[config.mk]
export PLATFORM = sky130hd
export DESIGN_NAME = uart_tx_block_flat
export DESIGN_NICKNAME = d
export VERILOG_FILES = /design/src/rtl/uart_tx_block_if.sv /design/src/rtl/uart_tx_block.sv /design/src/flat_wrapper.sv
export SDC_FILE = /design/constraint.sdc
export NUM_CORES = 1
export LEC_CHECK = 0
export CAP_MARGIN = 40
export CORE_MARGIN = 5
export CORE_UTILIZATION = 50
export CTS_CLUSTER_SIZE = 12
export DETAILED_ROUTE_END_ITERATION = 16
export GPL_TIMING_DRIVEN = 0
export HOLD_SLACK_MARGIN = 0.1
export PLACE_DENSITY_LB_ADDON = 0.08
export SETUP_SLACK_MARGIN = 0.4
export SYNTH_ARGS = -nofsm -noshare
export SYNTH_HDL_FRONTEND = slang
export SYNTH_SLANG_ARGS = --single-unit
[constraint.sdc]
create_clock -name clk -period 2.8 [get_ports clk]
set_input_delay 0.42 -clock clk [delete_from_list [all_inputs] [get_ports clk]]
set_output_delay 0.42 -clock clk [all_outputs]
set_load 0.03 [all_outputs]
[src/rtl/uart_tx_block_if.sv]
// Bus-side bundle for the UART transmitter: byte write strobe, frame config and line/status outputs.
// Pure wiring, no latency of its own.
// No backpressure signal; the producer watches buffer_empty and overrun_error.
interface uart_tx_block_if;
    logic [7:0]  tx_data;
    logic        data_write;
    logic [3:0]  data_size;
    logic [13:0] bit_period;
    logic        serial_out;
    logic        buffer_empty;
    logic        tx_busy;
    logic        tx_done;
    logic        overrun_error;

    // Producer side: writes bytes and configuration, observes status.
    modport master (
        output tx_data,
        output data_write,
        output data_size,
        output bit_period,
        input  serial_out,
        input  buffer_empty,
        input  tx_busy,
        input  tx_done,
        input  overrun_error
    );

    // Transmitter side.
    modport slave (
        input  tx_data,
        input  data_write,
        input  data_size,
        input  bit_period,
        output serial_out,
        output buffer_empty,
        output tx_busy,
        output tx_done,
        output overrun_error
    );
endinterface

[src/rtl/uart_tx_block.sv]
// UART transmitter: 1 start, 5..8 data bits LSB first, 1 stop, with a one-byte holding buffer.
// Write in cycle N (idle) -> buffer full N+1 -> start bit on serial_out from N+2.
// Writes into a full, non-draining buffer are dropped and raise a sticky overrun_error.
module uart_tx_block (
    input  logic           clk,
    input  logic           n_rst,
    uart_tx_block_if.slave bus
);

    typedef enum logic [1:0] {
        S_IDLE  = 2'd0,
        S_START = 2'd1,
        S_DATA  = 2'd2,
        S_STOP  = 2'd3
    } state_t;

    state_t      state_q;
    state_t      state_nxt;

    // Frame configuration captured when a frame starts, so mid-frame changes wait a frame.
    logic [13:0] per_q;
    logic [3:0]  size_q;
    logic [13:0] per_eff;
    logic [3:0]  size_eff;

    logic [13:0] tmr_q;
    logic [2:0]  bit_cnt_q;
    logic [7:0]  shift_q;
    logic [7:0]  shift_nxt;

    logic [7:0]  buf_dat_q;
    logic        buf_full_q;
    logic        ovr_q;

    logic        serial_q;
    logic        serial_d;

    logic        tmr_last;
    logic        bit_last;
    logic        frame_end;
    logic        load;
    logic        accept;

    // Out-of-range settings fall back to safe values: period below 2 -> 2, size outside 5..8 -> 8.
    assign per_eff  = (bus.bit_period < 14'd2) ? 14'd2 : bus.bit_period;
    assign size_eff = ((bus.data_size >= 4'd5) && (bus.data_size <= 4'd8)) ? bus.data_size : 4'd8;

    assign tmr_last  = (tmr_q == (per_q - 14'd1));
    assign bit_last  = ({1'b0, bit_cnt_q} == (size_q - 4'd1));
    assign frame_end = (state_q == S_STOP) && tmr_last;

    // A frame starts either from idle or straight out of the stop bit, whenever a byte is waiting.
    assign load   = buf_full_q && ((state_q == S_IDLE) || frame_end);

    // The buffer slot is free if empty, or if its byte moves to the shifter this same cycle.
    assign accept = bus.data_write && (!buf_full_q || load);

    // State register.
    always_ff @(posedge clk or negedge n_rst) begin
        if (!n_rst) begin
            state_q <= S_IDLE;
        end else begin
            state_q <= state_nxt;
        end
    end

    // Next-state logic: each line state lasts whole bit periods.
    always_comb begin
        state_nxt = state_q;
        case (state_q)
            S_IDLE: begin
                if (buf_full_q) begin
                    state_nxt = S_START;
                end
            end
            S_START: begin
                if (tmr_last) begin
                    state_nxt = S_DATA;
                end
            end
            S_DATA: begin
                if (tmr_last && bit_last) begin
                    state_nxt = S_STOP;
                end
            end
            S_STOP: begin
                if (tmr_last) begin
                    state_nxt = buf_full_q ? S_START : S_IDLE;
                end
            end
            default: begin
                state_nxt = S_IDLE;
            end
        endcase
    end

    // Shifter next value: load the buffered byte on frame start, shift right at each data bit boundary.
    always_comb begin
        shift_nxt = shift_q;
        if (load) begin
            shift_nxt = buf_dat_q;
        end else if ((state_q == S_DATA) && tmr_last) begin
            shift_nxt = {1'b0, shift_q[7:1]};
        end
    end

    // Output logic: line level is decoded from the upcoming state so serial_out can be a flop.
    always_comb begin
        serial_d = 1'b1;
        case (state_nxt)
            S_START: serial_d = 1'b0;
            S_DATA:  serial_d = shift_nxt[0];
            default: serial_d = 1'b1;
        endcase
    end

    // Bit timer, bit counter, shifter and per-frame configuration.
    always_ff @(posedge clk or negedge n_rst) begin
        if (!n_rst) begin
            tmr_q     <= '0;
            bit_cnt_q <= '0;
            shift_q   <= '0;
            per_q     <= 14'd2;
            size_q    <= 4'd8;
        end else begin
            shift_q <= shift_nxt;
            if (load) begin
                tmr_q     <= '0;
                bit_cnt_q <= '0;
                per_q     <= per_eff;
                size_q    <= size_eff;
            end else if (state_q != S_IDLE) begin
                tmr_q <= tmr_last ? 14'd0 : (tmr_q + 14'd1);
                if ((state_q == S_DATA) && tmr_last) begin
                    bit_cnt_q <= bit_last ? 3'd0 : (bit_cnt_q + 3'd1);
                end
            end
        end
    end

    // Holding buffer and sticky overrun flag; an accepted write always clears the flag.
    always_ff @(posedge clk or negedge n_rst) begin
        if (!n_rst) begin
            buf_dat_q  <= '0;
            buf_full_q <= 1'b0;
            ovr_q      <= 1'b0;
        end else begin
            if (accept) begin
                buf_dat_q  <= bus.tx_data;
                buf_full_q <= 1'b1;
                ovr_q      <= 1'b0;
            end else begin
                if (load) begin
                    buf_full_q <= 1'b0;
                end
                if (bus.data_write) begin
                    ovr_q <= 1'b1;
                end
            end
        end
    end

    // Registered line driver; reset forces the line back to idle-high immediately.
    always_ff @(posedge clk or negedge n_rst) begin
        if (!n_rst) begin
            serial_q <= 1'b1;
        end else begin
            serial_q <= serial_d;
        end
    end

    assign bus.serial_out    = serial_q;
    assign bus.buffer_empty  = !buf_full_q;
    assign bus.tx_busy       = (state_q != S_IDLE);
    assign bus.tx_done       = frame_end;
    assign bus.overrun_error = ovr_q;

endmodule

[src/flat_wrapper.sv]
// flat-port wrapper written by rule: the top's interface ports become plain ports
module uart_tx_block_flat 
  (clk, n_rst, bus_tx_data, bus_data_write, bus_data_size, bus_bit_period, bus_serial_out, bus_buffer_empty, bus_tx_busy, bus_tx_done, bus_overrun_error);
  uart_tx_block_if bus_i ();
  input  logic clk;
  input  logic n_rst;
  input wire logic [$bits(bus_i.tx_data)-1:0] bus_tx_data;
  input wire logic [$bits(bus_i.data_write)-1:0] bus_data_write;
  input wire logic [$bits(bus_i.data_size)-1:0] bus_data_size;
  input wire logic [$bits(bus_i.bit_period)-1:0] bus_bit_period;
  output wire logic [$bits(bus_i.serial_out)-1:0] bus_serial_out;
  output wire logic [$bits(bus_i.buffer_empty)-1:0] bus_buffer_empty;
  output wire logic [$bits(bus_i.tx_busy)-1:0] bus_tx_busy;
  output wire logic [$bits(bus_i.tx_done)-1:0] bus_tx_done;
  output wire logic [$bits(bus_i.overrun_error)-1:0] bus_overrun_error;
  assign bus_i.tx_data = bus_tx_data;
  assign bus_i.data_write = bus_data_write;
  assign bus_i.data_size = bus_data_size;
  assign bus_i.bit_period = bus_bit_period;
  assign bus_serial_out = bus_i.serial_out;
  assign bus_buffer_empty = bus_i.buffer_empty;
  assign bus_tx_busy = bus_i.tx_busy;
  assign bus_tx_done = bus_i.tx_done;
  assign bus_overrun_error = bus_i.overrun_error;
  uart_tx_block u_core (.clk(clk), .n_rst(n_rst), .bus(bus_i));
endmodule
# --- Yosys cells after proc, flatten, opt, wreduce, memory -nomap -nowiden ---
# Cells that the tools add are included.
classes:
  mux: 22
  magnitude_cmp: 3
  add_sub_neg: 4
  n_eq_ne: 7
  reduce_logical: 16
ops:
  columns: ["operator", "n"]
  rows:
  - ["14-bit 2-to-1 mux", 4]
  - ["8-bit 2-to-1 mux", 2]
  - ["14-bit by 1-bit adder with 14-bit output (second input constant)", 1]
  - ["14-bit equality test", 1]
  - ["14-bit by 2-bit less-than comparator with 1-bit output (second input constant)", 1]
  - ["14-bit by 1-bit subtractor with 14-bit output (second input constant)", 1]
  - ["3-bit 2-to-1 mux", 4]
  - ["2-bit nonzero test", 5]
  - ["2-bit 2-to-1 mux", 4]
  - ["2-bit case mux with 4 select lines", 1]
  - ["2-bit equality test (second input constant)", 3]
  - ["1-bit logical AND", 6]
  - ["1-bit 2-to-1 mux", 5]
  - ["2-bit by 1-bit equality test with 1-bit output (second input constant)", 2]
  - ["3-bit by 4-bit equality test with 1-bit output", 1]
  - ["4-bit by 3-bit greater-or-equal comparator with 1-bit output (second input constant)", 1]
  - ["4-bit <= comparator (second input constant)", 1]
  - ["4-bit 2-to-1 mux", 1]
  - ["4-bit by 1-bit subtractor with 4-bit output (second input constant)", 1]
  - ["3-bit by 1-bit adder with 3-bit output (second input constant)", 1]
  - ["2-bit logical NOT", 1]
  - ["1-bit logical OR", 2]
  - ["1-bit case mux with 2 select lines", 1]
  - ["2-bit AND reduction", 1]
  - ["1-bit logical NOT", 1]
totals:
  reg_bits: 56
  word_cells: 63

# --- Logic depth before layout (Yosys ltp) ---
depth:
  ltp_word: 8
  depth_mapped: 11
  ltp_nobuf: 10

# --- Worst setup path after synthesis ---
# No wires, ideal clock.
synth_path:
  kind: "reg-to-output"
  from: "register u_core.per_q[1]"
  to: "output bus_tx_done"
  arrival_time_ns: 2.779
  path_stages_with_launch: 8
  setup_slack_ns: -0.399
  cell_sequence: "dfstp_2 -> inv_1 -> ha_1 -> clkbuf_1 -> a311o_1 -> a211oi_1 -> nand4_2 -> nor4_1"
synth_between:
  elab_chain_len: 3
synth_lines:
  columns: ["element", "line", "text"]
  rows:
  - ["from (decl)", "uart_tx_block.sv:21", "logic [13:0] per_q;"]
  - ["from (signal assigned)", "uart_tx_block.sv:130", "per_q <= per_eff;"]
  - ["14-bit by 1-bit subtractor with 14-bit output", "uart_tx_block.sv:48", "assign tmr_last = (tmr_q == (per_q - 14'd1));"]
  - ["14-bit equality test", "uart_tx_block.sv:48", null]
  - ["1-bit logical AND", "uart_tx_block.sv:50", "assign frame_end = (state_q == S_STOP) && tmr_last;"]
  - ["to (decl)", "flat_wrapper.sv:14", "output wire logic [$bits(bus_i.tx_done)-1:0] bus_tx_done;"]
# No other way between the ends.

# --- Final worst setup path ---
layout_path:
  from: "register u_core.tmr_q[13]"
  to: "register u_core.per_q[13]"
layout_between:
  elab_chain_len: 4
layout_lines:
  columns: ["element", "line", "text"]
  rows:
  - ["from (decl)", "uart_tx_block.sv:26", "logic [13:0] tmr_q;"]
  - ["from (signal assigned)", "uart_tx_block.sv:133", "tmr_q <= tmr_last ? 14'd0 : (tmr_q + 14'd1);"]
  - ["14-bit equality test", "uart_tx_block.sv:48", null]
  - ["1-bit logical AND", "uart_tx_block.sv:50", null]
  - ["1-bit logical OR", "uart_tx_block.sv:53", "assign load = buf_full_q && ((state_q == S_IDLE) || frame_end);"]
  - ["1-bit logical AND", "uart_tx_block.sv:53", null]
# No other way between the ends.
# A chain may end at the register's enable or synchronous reset.

==> metrics.json <==
{
  "status": {"value": "complete, but fails checks"},
  "violations": {"value": "negative setup slack"},
  "antenna_cells": {"value": 0},
  "vdd_drop_max": {"value": 0.3373, "unit": "mV"},
  "drt-total-wl": {"value": 10.25, "unit": "mm"},
  "highest_count_cells_in_the_layout_ignoring_fill_and_taps": {"value": "sky130_fd_sc_hd__dfrtp_1, sky130_fd_sc_hd__nand2_1, sky130_fd_sc_hd__clkdlybuf4s50_1"},
  "worst_hold_path.num_cells": {"value": 2},
  "vias": {"value": 3454},
  "number_of_global_route_vias_before_repair": {"value": 3213},
  "grt_pass1_wl": {"value": 15.58, "unit": "mm"},
  "cp_cell_instances": {"value": "xnor2_1 > xnor2_1 > o41a_1 > o21ai_2 > nor2_4 > o41a_1 > nor2_4 > clkbuf_16 > mux2_1"},
  "critPathMaxFanout": {"value": 5},
  "portBuffers": {"value": 32},
  "rows": {"value": 30},
  "syn_nets": {"value": 417},
  "final.period_utilization": {"value": 111.6, "unit": "%"},
  "p_total": {"value": 2042, "unit": "uW"},
  "postLayoutSetupSlackWorst": {"value": -0.3251, "unit": "ns"},
  "ys_dominant_reg_cell": {"value": "sky130_fd_sc_hd__dfrtp_1"},
  "die_width": {"value": 93.96, "unit": "microns"},
  "fp.dieArea": {"value": 8828, "unit": "sq um"},
  "timing.reg2reg.setup_slack": {"value": -0.33, "unit": "ns"},
  "endpoint_of_the_worst_hold_timing_path": {"value": "u_core.bus.overrun_error"},
  "p_leak": {"value": 0.002066, "unit": "uW"},
  "switching_power": {"value": 596.9, "unit": "uW"},
  "final-setup-viol-count": {"value": 47},
  "detail_route.drc_violations": {"value": 0},
  "grt_usage": {"value": 22.20, "unit": "%"},
  "synth.avg_cell_area": {"value": 9.179, "unit": "sq um"},
  "detail_route.first_pass.iterations": {"value": 6},
  "area.growth.synth_to_final": {"value": 39.51, "unit": "%"},
  "largest_net_degree_at_the_start_of_global_routing": {"value": 34},
  "maxCapViolCount": {"value": 0},
  "root_buffer": {"value": "sky130_fd_sc_hd__clkbuf_8"},
  "timing.critical_path.slowest_stage_cell": {"value": "sky130_fd_sc_hd__o41a_1"},
  "seq_area_frac_synth": {"value": 39.87, "unit": "%"},
  "required": {"value": 3.00, "unit": "ns"},
  "start_kind": {"value": "register"},
  "floorplan.die.height": {"value": 93.96, "unit": "microns"},
  "regToRegEndpoint": {"value": "u_core.per_q[13]"},
  "max_slew_vio_count": {"value": 0},
  "worst_min_path_class": {"value": "register to register"},
  "setup.worst_path.end_class": {"value": "register"},
  "clk-insertion-delay-late": {"value": 0.33, "unit": "ns"},
  "final.setup.tns": {"value": -7.606, "unit": "ns"},
  "power.switching_fraction": {"value": 29.23, "unit": "%"},
  "post_route_core_utilization": {"value": 71.98, "unit": "%"},
  "clkPwrFrac": {"value": 29.0, "unit": "%"},
  "vias_per_cell": {"value": 6.135},
  "synth_async_sr_flop_share": {"value": 100.0, "unit": "%"},
  "dpl_hpwl": {"value": 6.194, "unit": "mm"},
  "power_per_cell_area": {"value": 415.3, "unit": "nW/um^2"},
  "design.final.nets": {"value": 499},
  "internal-power": {"value": 1445, "unit": "uW"},
  "r2r_cells": {"value": 9},
  "mostFrequentLayoutCell": {"value": "sky130_fd_sc_hd__dfrtp_1"},
  "cts.htree.levels": {"value": 2},
  "pwr-share-comb": {"value": 22.4, "unit": "%"},
  "finalWeightedCongestion": {"value": 0.8293},
  "worst_clock_skew": {"value": 0.01658, "unit": "ns"},
  "coreArea": {"value": 6832, "unit": "sq um"},
  "final_cells": {"value": 563},
  "worst_pin_slew": {"value": 0.7029, "unit": "ns"},
  "critical_path.top_delay_family": {"value": "compound AO/OA/AOI/OAI gates"},
  "slew_headroom": {"value": 52.97, "unit": "%"},
  "max-clock-path-buffers": {"value": 2},
  "power_frac_seq": {"value": 48.6, "unit": "%"},
  "drtIter0Drc": {"value": 262},
  "clock-sinks": {"value": 56},
  "antenna_left": {"value": 0},
  "hold_path.startpoint": {"value": "u_core.bus.overrun_error"},
  "post_synth_instance_area": {"value": 3525, "unit": "sq um"},
  "finalWorstPathRequiredPeriod": {"value": 3.125, "unit": "ns"},
  "yosysWarnings": {"value": 0},
  "timing.critical_path.buf_inv": {"value": 1},
  "critical-path-max-stage-delay": {"value": 0.49, "unit": "ns"},
  "flop_and_latch_count_out_of_synthesis": {"value": 56},
  "tritoncts": {"value": "yes"},
  "rsz_0062_raised_after_global_routing": {"value": "yes"},
  "grt_overflow_total": {"value": 0},
  "route.detailed.wl_per_inst": {"value": 18.21, "unit": "microns"},
  "drive_gt1_share": {"value": 28.05, "unit": "%"},
  "timing.fmax": {"value": 320.0, "unit": "MHz"},
  "start_util": {"value": 51.59, "unit": "%"},
  "cp_class": {"value": "register to register"},
  "worstReg2RegStart": {"value": "u_core.tmr_q[13]"},
  "number_of_library_cell_types_mapped_by_synthesis": {"value": 56},
  "synth_cells": {"value": 384},
  "antenna_violations_before_repair": {"value": 0},
  "synth-edff-count": {"value": 0},
  "cts_inserted_buffers": {"value": 5},
  "dp_cells": {"value": 513},
  "worst_setup_hold_path_clk_slew": {"value": 0.11, "unit": "ns"},
  "arrival": {"value": 3.32, "unit": "ns"},
  "fillerInstances": {"value": 507},
  "io-pin-count": {"value": 34},
  "timing.final.hold_violations": {"value": 0}
}
-- flip-flops by register name, summed over array words and instances, names as in the netlist --
signal                    cells
u_core.per_q                 14
u_core.tmr_q                 14
u_core.buf_dat_q              8
u_core.shift_q                8
u_core.size_q                 4
u_core.bit_cnt_q              3
u_core.state_q                2
u_core.buf_full_q             1
u_core.bus.overrun_error      1
u_core.bus.serial_out         1
-- stage by stage --
step                instance area, sq um  worst slack, ns  hold WS (ns)
global placement                    4010          -0.6932        0.4706
floorplan                           3570        0.0006279        0.1244
global route                        4917          -0.4504        0.5341
detailed placement                  4025          -0.5802        0.4474
finish                              4917          -0.3251        0.5034
CTS                                 4643          -0.2023        0.5150
-- cell families after synthesis --
logic type / share of synthesized area (%)
multiplexers: 7.064
buffers and inverters: 4.437
AND/OR/NAND/NOR: 22.19
flip-flops: 39.87
XOR/XNOR: 6.461
adder cells (fa/ha/maj): 1.420
AO/OA/AOI/OAI: 18.57
-- cells in the mapped netlist (3+ instances only) --
library cell | instances | share of area (%)
sky130_fd_sc_hd__xnor2_1 | 19 | 4.7
sky130_fd_sc_hd__nor2_1 | 22 | 2.3
sky130_fd_sc_hd__and3_1 | 15 | 2.7
sky130_fd_sc_hd__dfrtp_1 | 53 | 38
sky130_fd_sc_hd__nand4_1 | 5 | 0.89
sky130_fd_sc_hd__nor3b_1 | 9 | 1.9
sky130_fd_sc_hd__dfstp_2 | 3 | 2.2
sky130_fd_sc_hd__a21o_1 | 8 | 1.7
sky130_fd_sc_hd__nand2_1 | 35 | 3.7
sky130_fd_sc_hd__mux2_2 | 4 | 1.3
sky130_fd_sc_hd__a21oi_1 | 4 | 0.57
sky130_fd_sc_hd__o31ai_1 | 4 | 0.85
sky130_fd_sc_hd__nand2b_1 | 3 | 0.53
sky130_fd_sc_hd__o211ai_1 | 9 | 1.9
sky130_fd_sc_hd__mux2_1 | 11 | 3.5
sky130_fd_sc_hd__inv_1 | 17 | 1.8
sky130_fd_sc_hd__nor3_1 | 10 | 1.4
sky130_fd_sc_hd__a222oi_1 | 8 | 2.3
sky130_fd_sc_hd__mux2i_1 | 8 | 2.3
sky130_fd_sc_hd__nand3_1 | 25 | 3.5
sky130_fd_sc_hd__nor2b_1 | 3 | 0.53
sky130_fd_sc_hd__a221o_1 | 6 | 1.7
sky130_fd_sc_hd__clkbuf_1 | 14 | 1.5
sky130_fd_sc_hd__o21ai_0 | 35 | 5.0
sky130_fd_sc_hd__xor2_1 | 7 | 1.7
sky130_fd_sc_hd__ha_1 | 4 | 1.4
sky130_fd_sc_hd__nor4_1 | 4 | 0.71
-- worst max-delay path by stage --
stage | from | to | depth (start not counted)
4_1_cts | u_core.per_q[1] | bus_tx_done | 8
3_5_place_dp | u_core.per_q[6] | bus_tx_done | 7
2_1_floorplan | u_core.per_q[0] | u_core.per_q[10] | 11
6_report | u_core.tmr_q[13] | u_core.per_q[13] | 9
3_3_place_gp | n_rst | u_core.per_q[3] | 1
5_1_grt | u_core.tmr_q[13] | u_core.per_q[13] | 9
-- what timing repair did --
| item | in CTS | in global routing |
|---|---|---|
| setup buffers | 24 | 13 |
| hold buffers | 1 | 0 |
| gates resized for setup | 87 | 43 |
| endpoints found under the hold margin | 1 | 0 |
| cloned | 3 | 1 |
| pin swaps | 29 | 17 |
| setup endpoints to repair | 59 | 58 |
-- worst min-delay path, stage by stage, from the launching register on --
cell                      delay, ns
sky130_fd_sc_hd__dfrtp_1       0.36
sky130_fd_sc_hd__nand2_1       0.07
sky130_fd_sc_hd__o21ai_2       0.05
-- power by group through the flow --
stage | registers [uW] | logic, uW | clock network, uW
floorplan | 974 | 261 | 0
global placement | 1000 | 360 | 0
detailed placement | 1000 | 377 | 0
CTS | 986 | 415 | 590
global route | 1010 | 496 | 629
finish | 992 | 458 | 592
-- metal layers --
metal	vias to the layer above	track usage [%]	share of wire, %
li1	1588	-	-
met1	1676	31.09	43
met2	169	34.77	48
met3	21	4.087	6.8
met4	0	6.980	2.1
met5	-	0	0
-- cell type report --
cell class / instances / area [sq um] / share of cell area (%)
well taps: 96 / 120.1 / 2.443
inverters: 18 / 68.82 / 1.399
flip-flops and latches: 56 / 1411 / 28.70
repair buffers: 75 / 775.7 / 15.78
clock buffers: 7 / 96.34 / 1.959
clock inverters: 1 / 30.03 / 0.6107
multi-input cells: 291 / 2248 / 45.73
plain buffers: 19 / 166.4 / 3.384
Note: power is estimated with default switching activity, not from simulation.
